**src/rtl/issue_sched.sv**
```systemverilog
// Issue scheduler: grants at most one of the ex/mul station heads per cycle (0-cycle grant, state moves on next edge).
// Grants are withheld when the scoreboard is full or the pipe's write-back slot is already booked; flush drops all bookings.
module issue_sched #(
  parameter int                    W_PA_REG   = 5,
  parameter int                    W_PD_UOPS  = 6,
  parameter logic [W_PD_UOPS-1:0]  unused_op  = {W_PD_UOPS{1'b1}},
  parameter int                    S_amt_cell = 8,
  parameter int                    S_amt_ex   = 1,
  parameter int                    S_amt_mul  = 4,
  parameter int                    W_occ      = 4,
  parameter int                    W_stcnt    = 8
) (
  input  logic                 clk,
  input  logic                 CFI_PC_rst,
  input  logic [W_PD_UOPS-1:0] CDI_PD_uops0,
  input  logic [W_PD_UOPS-1:0] CDI_PD_uops1,
  input  logic                 CFI_PC_clear,
  input  logic                 CDI_PC_wbdone,
  output logic [1:0]           CDO_PC_odr,
  output logic                 CDO_PC_gnt0,
  output logic                 CDO_PC_gnt1,
  output logic                 CDO_PC_stall,
  output logic [W_occ-1:0]     CDO_PD_occ,
  output logic [W_stcnt-1:0]   CDO_PD_stcnt
);

  generate
    if (W_PA_REG < 1) begin : g_bad_reg
      $error("issue_sched: W_PA_REG must be positive");
    end
    if (S_amt_mul <= S_amt_ex || S_amt_ex < 1) begin : g_bad_lat
      $error("issue_sched: need 1 <= S_amt_ex < S_amt_mul");
    end
    if ((1 << W_occ) <= S_amt_cell) begin : g_bad_occ
      $error("issue_sched: W_occ too narrow for S_amt_cell");
    end
  endgenerate

  typedef enum logic {
    FAV_EX  = 1'b0,
    FAV_MUL = 1'b1
  } prio_e;

  logic [W_occ-1:0]     occ, occ_nxt;
  logic [S_amt_mul-1:0] wbres, wbres_nxt;
  prio_e                prio, prio_nxt;
  logic [W_stcnt-1:0]   stcnt;

  logic req0, req1, space, flush;
  logic slot_free_ex, slot_free_mul;
  logic elig0, elig1;
  logic gnt0, gnt1, stall;
  logic occ_inc, occ_dec;

  assign req0  = (CDI_PD_uops0 != unused_op);
  assign req1  = (CDI_PD_uops1 != unused_op);
  assign flush = CFI_PC_rst | CFI_PC_clear;

  // a retiring cell is reusable in the same cycle
  assign space = (occ < W_occ'(S_amt_cell)) | CDI_PC_wbdone;

  // a latency beyond the booking window can never collide
  generate
    if (S_amt_ex < S_amt_mul) begin : g_ex_slot
      assign slot_free_ex = ~wbres[S_amt_ex];
    end else begin : g_ex_free
      assign slot_free_ex = 1'b1;
    end
  endgenerate
  assign slot_free_mul = 1'b1;

  assign elig0 = req0 & space & slot_free_ex;
  assign elig1 = req1 & space & slot_free_mul;

  always_comb begin
    gnt0     = 1'b0;
    gnt1     = 1'b0;
    prio_nxt = prio;
    if (!flush) begin
      if (elig0 && elig1) begin
        if (prio == FAV_EX) begin
          gnt0     = 1'b1;
          prio_nxt = FAV_MUL;
        end else begin
          gnt1     = 1'b1;
          prio_nxt = FAV_EX;
        end
      end else begin
        gnt0 = elig0;
        gnt1 = elig1;
      end
    end
  end

  assign stall = (req0 | req1) & ~gnt0 & ~gnt1 & ~flush;

  always_comb begin
    wbres_nxt = wbres >> 1;
    if (gnt0) wbres_nxt[S_amt_ex-1]  = 1'b1;
    if (gnt1) wbres_nxt[S_amt_mul-1] = 1'b1;
  end

  assign occ_inc = gnt0 | gnt1;
  assign occ_dec = CDI_PC_wbdone & (occ != '0);

  always_comb begin
    occ_nxt = occ;
    if (occ_inc && !occ_dec) begin
      occ_nxt = occ + W_occ'(1);
    end else if (!occ_inc && occ_dec) begin
      occ_nxt = occ - W_occ'(1);
    end
  end

  always_ff @(posedge clk) begin
    if (flush) begin
      occ   <= '0;
      wbres <= '0;
      prio  <= FAV_EX;
    end else begin
      occ   <= occ_nxt;
      wbres <= wbres_nxt;
      prio  <= prio_nxt;
    end
  end

  // the stall counter survives a clear; only reset zeroes it
  always_ff @(posedge clk) begin
    if (CFI_PC_rst) begin
      stcnt <= '0;
    end else if (stall && (stcnt != '1)) begin
      stcnt <= stcnt + W_stcnt'(1);
    end
  end

  assign CDO_PC_gnt0  = gnt0;
  assign CDO_PC_gnt1  = gnt1;
  assign CDO_PC_odr   = {gnt1, gnt0};
  assign CDO_PC_stall = stall;
  assign CDO_PD_occ   = occ;
  assign CDO_PD_stcnt = stcnt;

endmodule

```
**config.mk**
```make
export PLATFORM = sky130hd
export DESIGN_NAME = issue_sched
export DESIGN_NICKNAME = d
export VERILOG_FILES = /design/src/rtl/issue_sched.sv
export SDC_FILE = /design/constraint.sdc
export NUM_CORES = 1
export LEC_CHECK = 0
export BUFFER_PORTS_ARGS = -buffer_cell sky130_fd_sc_hd__buf_2
export CORE_MARGIN = 1.5
export CORE_UTILIZATION = 47
export DETAILED_ROUTE_END_ITERATION = 8
export HOLD_SLACK_MARGIN = 0.05
export PLACE_DENSITY_LB_ADDON = 0.1
export SYNTH_ARGS = -nofsm -noshare
export SYNTH_HDL_FRONTEND = slang
export SYNTH_SLANG_ARGS = --single-unit
```
**constraint.sdc**
```tcl
create_clock -name clk -period 4.9 [get_ports clk]
set_clock_uncertainty 0.15 [all_clocks]
set_input_delay 0.245 -clock clk [delete_from_list [all_inputs] [get_ports clk]]
set_output_delay 0.245 -clock clk [all_outputs]
set_load 0.03 [all_outputs]
```
# Word-level counts from Yosys, hierarchy flattened
# Cells that the tools add are included.
# W data, S select, Z words.
classes:
  n_lt_le_gt_ge: 1
  bitwise_logic: 15
  n_addsub: 3
  eq_ne: 3
  reduce_logical: 8
  muxes: 10
ops:
  columns: ["op", "n"]
  rows:
  - ["$ne A6 B6 Y1 const B", 2]
  - ["$add A8 B1 Y8 const B", 1]
  - ["$mux W1", 8]
  - ["$mux W4", 2]
  - ["$ne A8 B8 Y1 const B", 1]
  - ["$and A1 B1 Y1", 7]
  - ["$add A4 B1 Y4 const B", 1]
  - ["$logic_and A1 B1 Y1", 4]
  - ["$lt A4 B4 Y1 const B", 1]
  - ["$not A1 Y1", 4]
  - ["$or A1 B1 Y1", 4]
  - ["$reduce_bool A4 Y1", 1]
  - ["$sub A4 B1 Y4 const B", 1]
  - ["$logic_not A1 Y1", 2]
  - ["$reduce_bool A2 Y1", 1]
totals:
  out_inout_bits: 17
  register_bits: 17
  elab_cells: 44
  input_bits: 16

# Logic depth before layout (Yosys ltp)
depth:
  ltp_word: 12
  ltp_mapped: 12

# Least setup slack after synthesis
# No wires, ideal clock.
synth_timing:
  path_type: "flip-flop to flip-flop"
  startpoint: "reg occ[0] (netlist: CDO_PD_occ[0])"
  endpoint: "reg occ[3] (netlist: CDO_PD_occ[3])"
  path_stages_with_launch: 10
  path_slack_ns: 2.476
  setup_time_ns: 0.070
  required_ns: 4.680
  n_path_buf: 0
  arrival_ns: 2.205
  synth_period_minus_slack_ns: 2.424
  path_cell_list: "dfxtp_1 o41ai_1 ha_1 inv_1 ha_1 a21o_1 a21oi_1 xnor2_1 or3_1 a21oi_1"
synth_between:
  elab_chain_len: 11
synth_lines:
  columns: ["item", "line_no", "rtl"]
  rows:
  - ["start: declaration", "44", "logic [W_occ-1:0] occ, occ_nxt;"]
  - ["start signal: assignment", "121", "occ <= occ_nxt;"]
  - ["$lt A4 B4 Y1", "60", "assign space = (occ < W_occ'(S_amt_cell)) | CDI_PC_wbdone;"]
  - ["$or A1 B1 Y1", "60", null]
  - ["$and A1 B1 Y1 (2 in series)", "72", "assign elig0 = req0 & space & slot_free_ex;"]
  - ["$logic_and A1 B1 Y1", "80", "if (elig0 && elig1) begin"]
  - ["$mux W1", "80", null]
  - ["$mux W1", "79", "if (!flush) begin"]
  - ["$or A1 B1 Y1", "103", "assign occ_inc = gnt0 | gnt1;"]
  - ["$logic_not A1 Y1", "110", "end else if (!occ_inc && occ_dec) begin"]
  - ["$logic_and A1 B1 Y1", "110", null]
  - ["$reduce_bool A2 Y1 (no line)", null, null]
# Parallel ways exist; a longest one is shown, timed or not. The select of a mux whose other input is x is not followed.
# A chain may end at the register's enable or synchronous reset.

# Worst setup path after layout
# Ends and elaborated chain as after synthesis.

==> flow_metrics.tcl <==
set metrics [dict create \
    status "complete, no violations" \
    final_nets 155 \
    ys_top_cells_by_area "dfxtp_1 36%, ha_1 5.6%, a21oi_1 5.1%, nor2_1 3.8%, nand2_1 3.4%" \
    min_period_over_period_pct 50.4 \
    yosysUniqueCellTypes 40 \
    grt_antenna_before_repair 0 \
    synthToLayoutAreaGrowth_pct 19.3 \
    worstSetupPathType "flop to flop" \
    r2r_slack_ps 2430 \
    root_buffer "clkbuf_4" \
    power_density_nw_per_um2 251 \
    cts_buffers 3 \
    synth.top_cell.area_share_pct 36.2 \
    num_rows 15 \
    cts_max_level 1 \
    syn_inst 102 \
    n_fill_cell 169 \
    drc 0 \
    drv_cap 0 \
    finalSetupViolCount 0 \
    syn-num-nets 123 \
    clock_latency_ps 280 \
    synth_top_area_cell "dfxtp_1" \
    dp_slack_ps 2350 \
    cts_hold_buf 0 \
    wl_per_cell_um 12.2 \
    viasPerCell 5.32 \
    routabilityCongestion 0.851 \
    portBuffers 32 \
    clock-sinks 16 \
    reg2reg_depth 9 \
    setup_tns_ps 0 \
    r2r-start "CDO_PD_occ[0]$_SDFFE_PN0P_" \
    num_antenna_cells 0 \
    cts_setup_buffers 0 \
    hold_ws_ps 101 \
    cp_max_fo 5 \
    slew_viol_final 0 \
    grt_pass1_vias 690 \
    grt_max_degree 12 \
    layout_common_cells "32 x buf_2, 16 x dfxtp_1, 9 x nor2_1, 9 x a21oi_1, 8 x nand2_1" \
    drtAntennaViolNets 0 \
    layout_commonest_cell "buf_2" \
    ir_drop_mv 0.206 \
    p_leak_nw 0.455 \
    cts_tree "done" \
    clock_path_buffers 2 \
    core_um2 1750 \
    synth.avg_cell_area_um2 8.68 \
    die_w_um 46.4 \
    clk_pin_slew_worst_paths_ps 90 \
    wl_um 1920 \
    min_path_cells 2 \
    critPathLaunchType "flop" \
    dp_hpwl_um 1490 \
    worstMarginPinSlew_ps 401 \
    min_to "CDO_PD_stcnt[3]$_SDFFE_PP0P_" \
    total_power_mw 0.265 \
    hp-start "CFI_PC_rst" \
    track_usage_pct 19.0 \
    worst_slack_ps 2430 \
    fmax_mhz 405 \
    hp-class "primary input to flop" \
    finalHoldViolations 0 \
    rsz0062_at_grt "false" \
    drt_iter0_drc 19 \
    die_y_um 46.4 \
    pin_count 33 \
    cp.required_ps 4970 \
    yosys_warnings 0 \
    post_cts_resized 0 \
    grt_pass1_wl_um 2950 \
    syn_area_um2 886 \
    period_minus_slack_ps 2470 \
    slew_headroom_pct 72.9 \
    cp-end-kind "flop" \
    grt-ovfl-total 0 \
    dieArea_um2 2150 \
    r2r-end "CDO_PD_occ[3]$_SDFFE_PN0P_" \
    initial_core_util_pct 50.8 \
    first_pass_iters 4 \
    ys_seq_area_share_pct 36.2 \
    synth_seq_cells 16 \
    drive_gt1_share_pct 28.0 \
    utilization_pct 60.6 \
    num_vias 835 \
    cp_data_arrival_time_ps 2540 \
]
## registers in the layout (all words and copies together), names as in the netlist
name / count
CDO_PD_occ: 4
CDO_PD_stcnt: 8
prio: 1
wbres: 3
## layer usage
layer | part of all wire, % | global-route usage [%] | up-vias
met4 | 0.63 | 5.14 | 0
met5 | 0 | 0 | -
met1 | 48 | 24.5 | 381
met3 | 4.8 | 7.06 | 2
li1 | - | - | 435
met2 | 46 | 29.4 | 17
## logic make-up (layout without fill, tap and decap cells)
logic type	after synthesis	in the layout	synth area share (%)
XOR/XNOR	4	4	3.96
AND/OR/NAND/NOR	43	43	26.7
buffers and inverters	8	38	6.07
flip-flops	16	16	36.2
multiplexers	2	2	2.26
adder cells (fa/ha/maj)	5	5	7.91
AO/OA/AOI/OAI	24	24	16.9
## Yosys cell counts
cell and n:
buf_6 2, buf_2 1, and2_1 2, a41oi_1 1
ha_1 4, mux2i_1 2, or4_1 2, nor3_1 3
nor4_1 1, a311oi_1 1, o21ai_0 1, nand3_1 2
nor2_1 9, inv_1 2, a21oi_1 9, nand2b_1 2
fa_1 1, and3_1 1, xnor2_1 3, xor2_1 1
inv_2 1, o21ai_1 3, or2_0 1, nand2_1 8
nand3b_1 1, o31ai_1 2, o41ai_1 1, o21bai_1 1
a211oi_1 1, nor3b_1 2, or3_4 1, buf_4 2
nand4_1 3, nor4b_1 1, and4_1 1, a21o_1 1
a31oi_1 1, o21a_1 2, or3_1 3, dfxtp_1 16
## cell type report
type | instances | area (um^2) | area share (%)
clock buffer | 3 | 22.5 | 2.13
inverter | 3 | 11.3 | 1.07
multi-input combinational | 78 | 512 | 48.4
sequential | 16 | 320 | 30.3
tap | 25 | 31.3 | 2.96
timing repair buffer | 32 | 160 | 15.1
## worst max path at each step
stage / from / end / slack [ps] / cells past startpoint
2_1_floorplan: CDO_PD_occ[0]$_SDFFE_PN0P_ / CDO_PD_occ[3]$_SDFFE_PN0P_ / 2480 / 9
3_3_place_gp: CDI_PD_uops0[3] / CDO_PD_occ[3]$_SDFFE_PN0P_ / 2440 / 12
3_5_place_dp: CDI_PD_uops1[3] / CDO_PD_occ[3]$_SDFFE_PN0P_ / 2350 / 12
4_1_cts: CDO_PD_occ[0]$_SDFFE_PN0P_ / CDO_PD_occ[3]$_SDFFE_PN0P_ / 2440 / 9
5_1_grt: CDO_PD_occ[0]$_SDFFE_PN0P_ / CDO_PD_occ[3]$_SDFFE_PN0P_ / 2210 / 9
6_report: CDO_PD_occ[0]$_SDFFE_PN0P_ / CDO_PD_occ[3]$_SDFFE_PN0P_ / 2430 / 9
## worst max-delay path, stage by stage (launching register included)
cell,delay (ps)
dfxtp_1,380
o41ai_1,380
ha_1,240
inv_1,90
ha_1,280
a21o_1,180
a21oi_1,180
xnor2_1,90
or3_1,300
a21oi_1,140
## stage by stage
stage / std cells / area, um^2
floorplan: 102 / 886
global placement: 154 / 1030
detailed placement: 154 / 1030
CTS: 157 / 1060
global route: 157 / 1060
finish: 157 / 1060
## report_power, final
part / switching, mW / total [mW] / internal (mW)
Sequential: 0.00509 / 0.139 / 0.134
Clock: 0.0383 / 0.0668 / 0.0285
Combinational: 0.0338 / 0.0594 / 0.0256
Total: 0.0772 / 0.265 / 0.188
Power figures use the tool's default switching activity.
